**src/rtl/fetch_pkg.sv**
```systemverilog
// Shared types for the fetch/decode boundary.
package fetch_pkg;

  // Control word handed from fetch to decode; fetch fills only pc and inst.
  typedef struct packed {
    logic [31:0] pc;
    logic [31:0] inst;
    logic [4:0]  rd;
    logic [4:0]  rs1;
    logic [4:0]  rs2;
    logic [31:0] imm;
    logic [3:0]  alu_op;
    logic        reg_we;
    logic        mem_re;
    logic        mem_we;
    logic        branch;
    logic        jump;
  } rvga_cword;

endpackage

```
**src/rtl/fetch.sv**
```systemverilog
// Instruction fetch stage: single-outstanding imem requests, small {pc, inst}
// buffer, registered output to decode, redirect flush with wrong-path kill.
// Optional performance counters are built when IF_PERF_EN is defined.
module fetch
  import fetch_pkg::*;
#(
  parameter logic [31:0] RESET_PC  = 32'h0000_0000,
  parameter int unsigned BUF_DEPTH = 2,
  parameter logic [31:0] NOP_INST  = 32'h0000_0013
) (
  input  logic        clk,
  input  logic        rst_n,
  input  logic        stall,
  input  logic        redirect_valid,
  input  logic [31:0] redirect_pc,
  output logic        imem_req,
  output logic [31:0] imem_addr,
  input  logic        imem_ack,
  input  logic [31:0] imem_rdata,
  output rvga_cword   if_de_cword,
  output logic        if_de_valid,
  output logic [31:0] perf_fetched,
  output logic [31:0] perf_bubbles
);

  localparam int unsigned PTR_W = (BUF_DEPTH > 1) ? $clog2(BUF_DEPTH) : 1;
  localparam int unsigned CNT_W = PTR_W + 1;
  localparam logic [CNT_W-1:0] DEPTH_C = CNT_W'(BUF_DEPTH);

  localparam logic [1:0] S_IDLE = 2'd0;
  localparam logic [1:0] S_WAIT = 2'd1;
  localparam logic [1:0] S_KILL = 2'd2;

  logic [1:0]       r_state;
  logic [1:0]       w_state_nxt;
  logic [31:0]      r_fetch_pc;
  logic [31:0]      w_fetch_pc_nxt;
  logic             r_req;
  logic             w_req_nxt;
  logic [31:0]      r_addr;
  logic [31:0]      w_addr_nxt;
  logic             w_push;
  logic             w_pop;
  logic             w_have_head;
  logic [31:0]      w_redirect_aligned;

  logic [31:0]      r_buf_pc   [BUF_DEPTH];
  logic [31:0]      r_buf_inst [BUF_DEPTH];
  logic [PTR_W-1:0] r_rd_ptr;
  logic [PTR_W-1:0] r_wr_ptr;
  logic [CNT_W-1:0] r_count;

  logic [31:0]      r_out_pc;
  logic [31:0]      r_out_inst;
  logic             r_out_valid;

  assign w_redirect_aligned = redirect_pc & 32'hFFFF_FFFC;
  assign w_have_head        = (r_count != '0);
  assign w_pop              = !stall && !redirect_valid && w_have_head;

  // Fetch FSM state and request registers.
  always_ff @(posedge clk or negedge rst_n) begin
    if (!rst_n) begin
      r_state    <= S_IDLE;
      r_fetch_pc <= RESET_PC;
      r_req      <= 1'b0;
      r_addr     <= RESET_PC;
    end else begin
      r_state    <= w_state_nxt;
      r_fetch_pc <= w_fetch_pc_nxt;
      r_req      <= w_req_nxt;
      r_addr     <= w_addr_nxt;
    end
  end

  // Next-state, next-request and push decision; redirect overrides everything.
  always_comb begin
    w_state_nxt    = r_state;
    w_fetch_pc_nxt = r_fetch_pc;
    w_req_nxt      = r_req;
    w_addr_nxt     = r_addr;
    w_push         = 1'b0;

    case (r_state)
      S_IDLE: begin
        if (r_count < DEPTH_C) begin
          w_req_nxt   = 1'b1;
          w_addr_nxt  = r_fetch_pc;
          w_state_nxt = S_WAIT;
        end
      end
      S_WAIT: begin
        if (imem_ack) begin
          w_push         = 1'b1;
          w_fetch_pc_nxt = r_fetch_pc + 32'd4;
          w_req_nxt      = 1'b0;
          w_state_nxt    = S_IDLE;
        end
      end
      S_KILL: begin
        if (imem_ack) begin
          w_req_nxt   = 1'b0;
          w_state_nxt = S_IDLE;
        end
      end
      default: begin
        w_req_nxt   = 1'b0;
        w_state_nxt = S_IDLE;
      end
    endcase

    if (redirect_valid) begin
      w_push         = 1'b0;
      w_fetch_pc_nxt = w_redirect_aligned;
      // An ack in the redirect cycle retires the old request; otherwise it is killed.
      if ((r_state == S_WAIT || r_state == S_KILL) && !imem_ack) begin
        w_req_nxt   = 1'b1;
        w_state_nxt = S_KILL;
      end else begin
        w_req_nxt   = 1'b0;
        w_state_nxt = S_IDLE;
      end
    end
  end

  // Buffer pointers and occupancy; redirect flushes.
  always_ff @(posedge clk or negedge rst_n) begin
    if (!rst_n) begin
      r_rd_ptr <= '0;
      r_wr_ptr <= '0;
      r_count  <= '0;
    end else if (redirect_valid) begin
      r_rd_ptr <= '0;
      r_wr_ptr <= '0;
      r_count  <= '0;
    end else begin
      if (w_pop)  r_rd_ptr <= r_rd_ptr + PTR_W'(1);
      if (w_push) r_wr_ptr <= r_wr_ptr + PTR_W'(1);
      r_count <= r_count + CNT_W'(w_push) - CNT_W'(w_pop);
    end
  end

  // Buffer storage; a push into a full buffer reuses the slot being popped.
  always_ff @(posedge clk) begin
    if (w_push) begin
      r_buf_pc[r_wr_ptr]   <= r_fetch_pc;
      r_buf_inst[r_wr_ptr] <= imem_rdata;
    end
  end

  // Output register: pop head or load a bubble; redirect forces a bubble.
  always_ff @(posedge clk or negedge rst_n) begin
    if (!rst_n) begin
      r_out_pc    <= '0;
      r_out_inst  <= NOP_INST;
      r_out_valid <= 1'b0;
    end else if (redirect_valid || (!stall && !w_have_head)) begin
      r_out_pc    <= '0;
      r_out_inst  <= NOP_INST;
      r_out_valid <= 1'b0;
    end else if (!stall) begin
      r_out_pc    <= r_buf_pc[r_rd_ptr];
      r_out_inst  <= r_buf_inst[r_rd_ptr];
      r_out_valid <= 1'b1;
    end
  end

  assign imem_req    = r_req;
  assign imem_addr   = r_addr;
  assign if_de_valid = r_out_valid;

  // Decode owns every field except pc and inst.
  always_comb begin
    if_de_cword      = '0;
    if_de_cword.pc   = r_out_pc;
    if_de_cword.inst = r_out_inst;
  end

`ifdef IF_PERF_EN
  logic [31:0] r_perf_fetched;
  logic [31:0] r_perf_bubbles;

  // Delivered-instruction and bubble counters, wrapping.
  always_ff @(posedge clk or negedge rst_n) begin
    if (!rst_n) begin
      r_perf_fetched <= '0;
      r_perf_bubbles <= '0;
    end else if (redirect_valid) begin
      r_perf_bubbles <= r_perf_bubbles + 32'd1;
    end else if (!stall) begin
      if (w_have_head) r_perf_fetched <= r_perf_fetched + 32'd1;
      else             r_perf_bubbles <= r_perf_bubbles + 32'd1;
    end
  end

  assign perf_fetched = r_perf_fetched;
  assign perf_bubbles = r_perf_bubbles;
`else
  assign perf_fetched = '0;
  assign perf_bubbles = '0;
`endif

endmodule

```
**config.mk**
```make
export PLATFORM = sky130hd
export DESIGN_NAME = fetch
export DESIGN_NICKNAME = d
export VERILOG_FILES = /design/src/rtl/fetch_pkg.sv /design/src/rtl/fetch.sv
export SDC_FILE = /design/constraint.sdc
export NUM_CORES = 1
export LEC_CHECK = 0
export ABC_AREA = 1
export CAP_MARGIN = 20
export CORE_ASPECT_RATIO = 1.25
export CORE_MARGIN = 10
export CORE_UTILIZATION = 45
export CTS_BUF_LIST = sky130_fd_sc_hd__clkbuf_16
export DETAILED_ROUTE_END_ITERATION = 8
export GPL_TIMING_DRIVEN = 1
export PLACE_DENSITY = 0.84
export SYNTH_ARGS = -nofsm -noshare
export SYNTH_HDL_FRONTEND = slang
export SYNTH_SLANG_ARGS = --single-unit
export TNS_END_PERCENT = 100
```
**constraint.sdc**
```tcl
create_clock -name clk -period 7.35 [get_ports clk]
set_clock_uncertainty 0.2 [all_clocks]
set_input_delay 1.1025 -clock clk [delete_from_list [all_inputs] [get_ports clk]]
set_output_delay 1.1025 -clock clk [all_outputs]
set_load 0.02 [all_outputs]
```
After elaboration in Yosys (flattened, before gate mapping):

Memory sizes are Yosys's and may differ from the RTL's.
Cells that the tools add are included.

* equal/unequal tests: 5
* mux-type cells: 29
* reductions and logical operators: 20
* magnitude comparators: 1
* add/subtract/negate cells: 5

Operators by type and width (number)
* two-way mux 32 bit: 7
* adder 32 x 3 -> 32 bit, second input constant: 1
* two-way mux 1 bit: 15
* two-way mux 2 bit: 5
* nonzero test 2 bit: 5
* AND reduction 2 bit: 3
* logical AND 1 bit: 4
* zero test 1 bit: 4
* one-hot mux 2 bit (2 select lines): 1
* != test 3 x 1 -> 1 bit, second input constant: 1
* != test 3 bit, second input constant: 1
* adder 1 bit, second input constant: 2
* adder 2 x 1 -> 2 bit: 1
* == test 2 x 1 -> 1 bit, second input constant: 1
* == test 2 bit, second input constant: 1
* zero test 2 bit: 1
* logical OR 1 bit: 2
* less-than comparator 2 bit, second input constant: 1
* != test 2 x 1 -> 1 bit, second input constant: 1
* one-hot mux 1 bit (2 select lines): 1
* OR reduction 2 bit: 1
* subtractor 2 x 1 -> 2 bit: 1

* output and inout port bits: 218
* input port bits: 69
* bits in writable memories: 128
* word-level logic and storage cells: 72
* bits in registers: 136
* memories: 2

Memory list
* r_buf_inst: depth 2, bits a word 32, read ports 1, clocked after Yosys merged registers in 0, write ports 1, RTL line fetch.sv:48 `logic [31:0] r_buf_inst [BUF_DEPTH];`
* r_buf_pc: depth 2, bits a word 32, read ports 1, clocked after Yosys merged registers in 0, write ports 1, RTL line fetch.sv:47 `logic [31:0] r_buf_pc [BUF_DEPTH];`

Longest topological paths before layout:

* depth in word-level cells: 6
* mapped depth: 10

Least setup slack after synthesis:

OpenSTA, ideal clock, no wires.

* path kind: input to register
* start: input port imem_ack
* end: memory r_buf_inst[0][0], enable pin
* path buffers: 0
* slack: 2.584 ns
* data arrival time: 4.083 ns
* data required time: 6.667 ns
* cell stages on the path: 4
* cells stage by stage: nand2_1 -> nor2_1 -> inv_1 -> nor2_1

* longest elaborated chain between the ends: 5

RTL lines
* start: declaration: RTL line fetch.sv:18 `input logic imem_ack,`
* two-way mux 1 bit: RTL line fetch.sv:93 `if (imem_ack) begin`
* two-way mux 1 bit: RTL line fetch.sv:84 `case (r_state)`
* two-way mux 1 bit: RTL line fetch.sv:112 `if (redirect_valid) begin`
* two-way mux 1 bit: RTL line fetch.sv:145 `if (w_push) begin`
* two-way mux 1 bit (not written as such): RTL line fetch.sv:147 `r_buf_inst[r_wr_ptr] <= imem_rdata;`
* end: declaration: RTL line fetch.sv:48

No other way between the ends.

Worst setup path after layout:

* start: input port redirect_valid
* end: register r_fetch_pc[18]

* longest elaborated chain between the ends: 2
* elaborated cells on any way between the ends: 4
* those cells by class: mux (1); reduce/logical (3)

RTL lines
* start: declaration: RTL line fetch.sv:14 `input logic redirect_valid,`
* nonzero test 2 bit (no line)
* AND reduction 2 bit (no line)
* end signal: assignment: RTL line fetch.sv:70 `r_fetch_pc <= w_fetch_pc_nxt;`
* end: declaration: RTL line fetch.sv:36 `logic [31:0] r_fetch_pc;`

Parallel ways exist; a longest one is shown, timed or not.
A chain may end at the register's enable or synchronous reset.

==> results.cfg <==
[status]
outcome = finished clean

[clocking]
cts_resized = 0
cts-htree-levels = 1
insertion_delay_ns = 0.53
root_buffer = clkbuf_16
cts.reportedPaths.clkPinSlew_ns = 0.07
cts.sinks = 254
post_cts_buffers = 0
cts_tree = yes
cts_hold_buf = 0
clk_path_buf_depth = 3
cts_buffers = 26

[logic_synthesis]
yosysTopAreaCellShare_pct = 33.31
ys_top_cells_by_area = edfxtp_1 33%, dfrtp_1 28%, buf_4 8.4%
syn_inst = 1019
synth.distinct_cells = 37
ys_seq_area_share_pct = 62.45
synthMuxAreaShare_pct = 5.283
synth-simple-area-share_pct = 12.56
ys_warn_count = 0
synth_top_family_by_area = simple AND/OR/NAND/NOR gates
avgSynthCellArea_um2 = 10.97
synth_fa_ha_area_share_pct = 0.5597
syn_area_um2 = 11180
synth_area_leader_cell = edfxtp_1
synthXorXnorAreaFrac_pct = 0.6268
ys_ff_latch = 254
synth_compound_area_share_pct = 6.291

[sta]
hold_viol_final = 0
fmax_mhz = 273.0
timing.final.crit_share_pct = 49.84
fin_crit_ns = 3.663
tightest_slew_ns = 0.8623
setup_tns_ns = 0
setup_violations = 0
slew_violations = 0
rsz0062_at_grt = false
slew_headroom_pct = 42.51

[grt]
antenna_found_initial = 0
grt_start_max_net_pins = 73
grt_pass1_vias = 7694
grt_use_total_pct = 16.23
grt_overflow = 0
grt_pass1_wl_mm = 41.73

[setup_path]
required_ns = 7.56
crit_top_cell = nand2_1
crit_slowest_cell = nand2_1
cp_slowest_stage_delay_ns = 0.72
worstPathCellList = clkdlybuf4s50_1 > buf_4 > inv_1 > nand2_1 > clkinv_1 > nand2_1 > nand3_1
worstSetupStartpointType = primary input
worstSetupPathType = primary input to register
crit_path_end_kind = register
crit_arrival_ns = 3.87
crit_fanout = 34
r2r_setup_slack_ns = 4.28

[power]
ir_drop_mv = 0.2867
p_switching_mw = 1.267
p_leak_nw = 5.480
switching_share_pct = 30.65
pwr-share-seq_pct = 44.7
p_int_mw = 2.866
powerDensity_nw_per_um2 = 305.3
power_frac_comb_pct = 23.1
clockPowerShare_pct = 32.2

[route]
wire_per_inst_um = 17.32
wirelength_mm = 26.49
route.detailed.drc = 0
vias_per_cell = 4.777
dr.pass1.iters = 7
vias = 7309
drt_iter0_markers = 669
antenna_left = 0

[layout]
fin_nets = 1254
antenna_cells = 0
finalNonFillerCells = 1530
drive_above_1_share_pct = 6.167
area_growth_pct = 21.08
fillerInstances = 2060
fin_area_um2 = 13530

[floorplan]
boundaryPins = 287
rows = 64
die_x_um = 161.0
initial_core_util_pct = 45.62
die_y_um = 196.2
coreArea_um2 = 24500
dieArea_um2 = 31580

[placement]
placed_area_um2 = 12630
portBuffers = 160
dp_cells = 1481
dpl.hpwl_mm = 18.36
finalWeightedCongestion = 0.9291

[worst_hold_path]
hp-class = register to register

[flow_run]
drv_cap = 0
-- worst max-delay path, delay by kind of cell --
kind          cells  cell delay [ns]
buf+inv           4             1.76
simple gates      3             1.00
-- synthesized netlist by cell type, drive strengths merged --
cell    instances
nand2         228
buf           144
dfrtp         127
edfxtp        124
o21ai         109
inv            62
nor2           60
mux2i          59
nand3          41
clkbuf         15
a21oi          10
o211ai          6
xor2            6
ha              5
o21bai          4
dfstp           3
nand4           3
o221ai          3
nor3            2
xnor2           2
clkinv          1
conb            1
nand3b          1
nor4            1
o22ai           1
or2             1
-- sequential cells by signal, summed over array words and instances (netlist names), 2 cells and up --
register,count
r_out_pc,30
r_buf_pc,60
r_count,2
r_out_inst,32
r_buf_inst,64
imem_addr,30
r_state,2
r_fetch_pc,30
-- layer usage --
| layer | part of all wire, % | vias up | global-route usage (%) |
|---|---|---|---|
| met3 | 6.8 | 59 | 3.854 |
| met4 | 3.0 | 0 | 5.602 |
| met5 | 0 | - | 0 |
| li1 | - | 3479 | - |
| met1 | 38 | 3487 | 18.58 |
| met2 | 52 | 284 | 28.97 |
-- placed cells by master, fill, tap and decap left out, types with 2 or more instances in the layout --
| master | synthesis | routed |
|---|---|---|
| nand2_1 | 224 | 224 |
| clkdlybuf4s50_1 | 0 | 159 |
| dfrtp_1 | 127 | 126 |
| conb_1 | 1 | 124 |
| edfxtp_1 | 124 | 124 |
| inv_1 | 61 | 63 |
| o21ai_0 | 60 | 60 |
| mux2i_1 | 59 | 59 |
| nor2_1 | 52 | 49 |
| o21ai_1 | 49 | 49 |
| nand3_1 | 40 | 40 |
| clkbuf_16 | 0 | 28 |
| a21oi_1 | 10 | 10 |
| buf_4 | 125 | 7 |
| xor2_1 | 6 | 6 |
| clkinv_1 | 1 | 6 |
| o211ai_1 | 6 | 6 |
| nor2_4 | 2 | 5 |
| nor2_2 | 5 | 5 |
| ha_1 | 5 | 5 |
| o21bai_1 | 4 | 4 |
| clkinv_2 | 0 | 4 |
| nand2_2 | 3 | 3 |
| nand4_1 | 3 | 3 |
| o221ai_1 | 3 | 3 |
| bufinv_16 | 0 | 3 |
| dfstp_2 | 3 | 3 |
| xnor2_1 | 2 | 2 |
| inv_2 | 1 | 2 |
| clkinv_4 | 0 | 2 |
| clkinvlp_4 | 0 | 2 |
-- stage by stage --
stage	hold WS [ns]	total power [mW]	utilization, %	setup slack (ns)
floorplan	0.2640	2.459	-	2.584
global placement	0.2554	2.789	51.45	3.248
detailed placement	0.2730	2.825	51.53	3.184
CTS	0.2886	4.171	55.12	3.734
global route	0.3060	4.343	55.23	3.465
finish	0.2808	4.133	55.23	3.687
-- final cells by class --
| type | count | area [um^2] | area share [%] |
|---|---|---|---|
| Timing Repair Buffer | 169 | 1703 | 12.58 |
| Multi-Input combinational cell | 666 | 3318 | 24.52 |
| Inverter | 63 | 236.5 | 1.747 |
| Sequential cell | 254 | 6984 | 51.60 |
| Tap cell | 330 | 412.9 | 3.051 |
| Clock inverter | 20 | 178.9 | 1.322 |
| Clock buffer | 28 | 700.7 | 5.177 |
-- kinds of logic (layout without fill, tap and decap cells) --
logic type / after synthesis / count (layout)
fa+ha+maj: 5 / 5
mux: 59 / 59
compound gates: 133 / 133
buf+inv: 222 / 280
simple gates: 337 / 337
other cells: 1 / 124
xor+xnor: 8 / 8
flops: 254 / 254
-- power groups by stage --
| stage | Clock (mW) | Sequential, mW | Combinational, mW |
|---|---|---|---|
| finish | 1.33 | 1.85 | 0.954 |
| detailed placement | 0 | 1.90 | 0.927 |
| global route | 1.42 | 1.87 | 1.05 |
| global placement | 0 | 1.89 | 0.902 |
| floorplan | 0 | 1.97 | 0.490 |
| CTS | 1.36 | 1.87 | 0.934 |
-- final timing paths --
kind | startpoint | endpoint | cells past startpoint
worst max-delay path | redirect_valid | r_fetch_pc[18]$_DFFE_PN0P_ | 7
worst min-delay path | r_out_inst[17]$_DFFE_PN0P_ | r_out_inst[17]$_DFFE_PN0P_ | 2
worst max register to register | r_state[1]$_DFFE_PN0P_ | r_buf_pc[0][19]$_DFFE_PP_ | 7
worst min register to register | r_out_inst[17]$_DFFE_PN0P_ | r_out_inst[17]$_DFFE_PN0P_ | 2
max in group asynchronous | rst_n | r_state[0]$_DFFE_PN0P_ | 2
min in group asynchronous | rst_n | r_out_inst[2]$_DFFE_PN0P_ | 1
No activity file was read; power rests on OpenSTA's default activity.
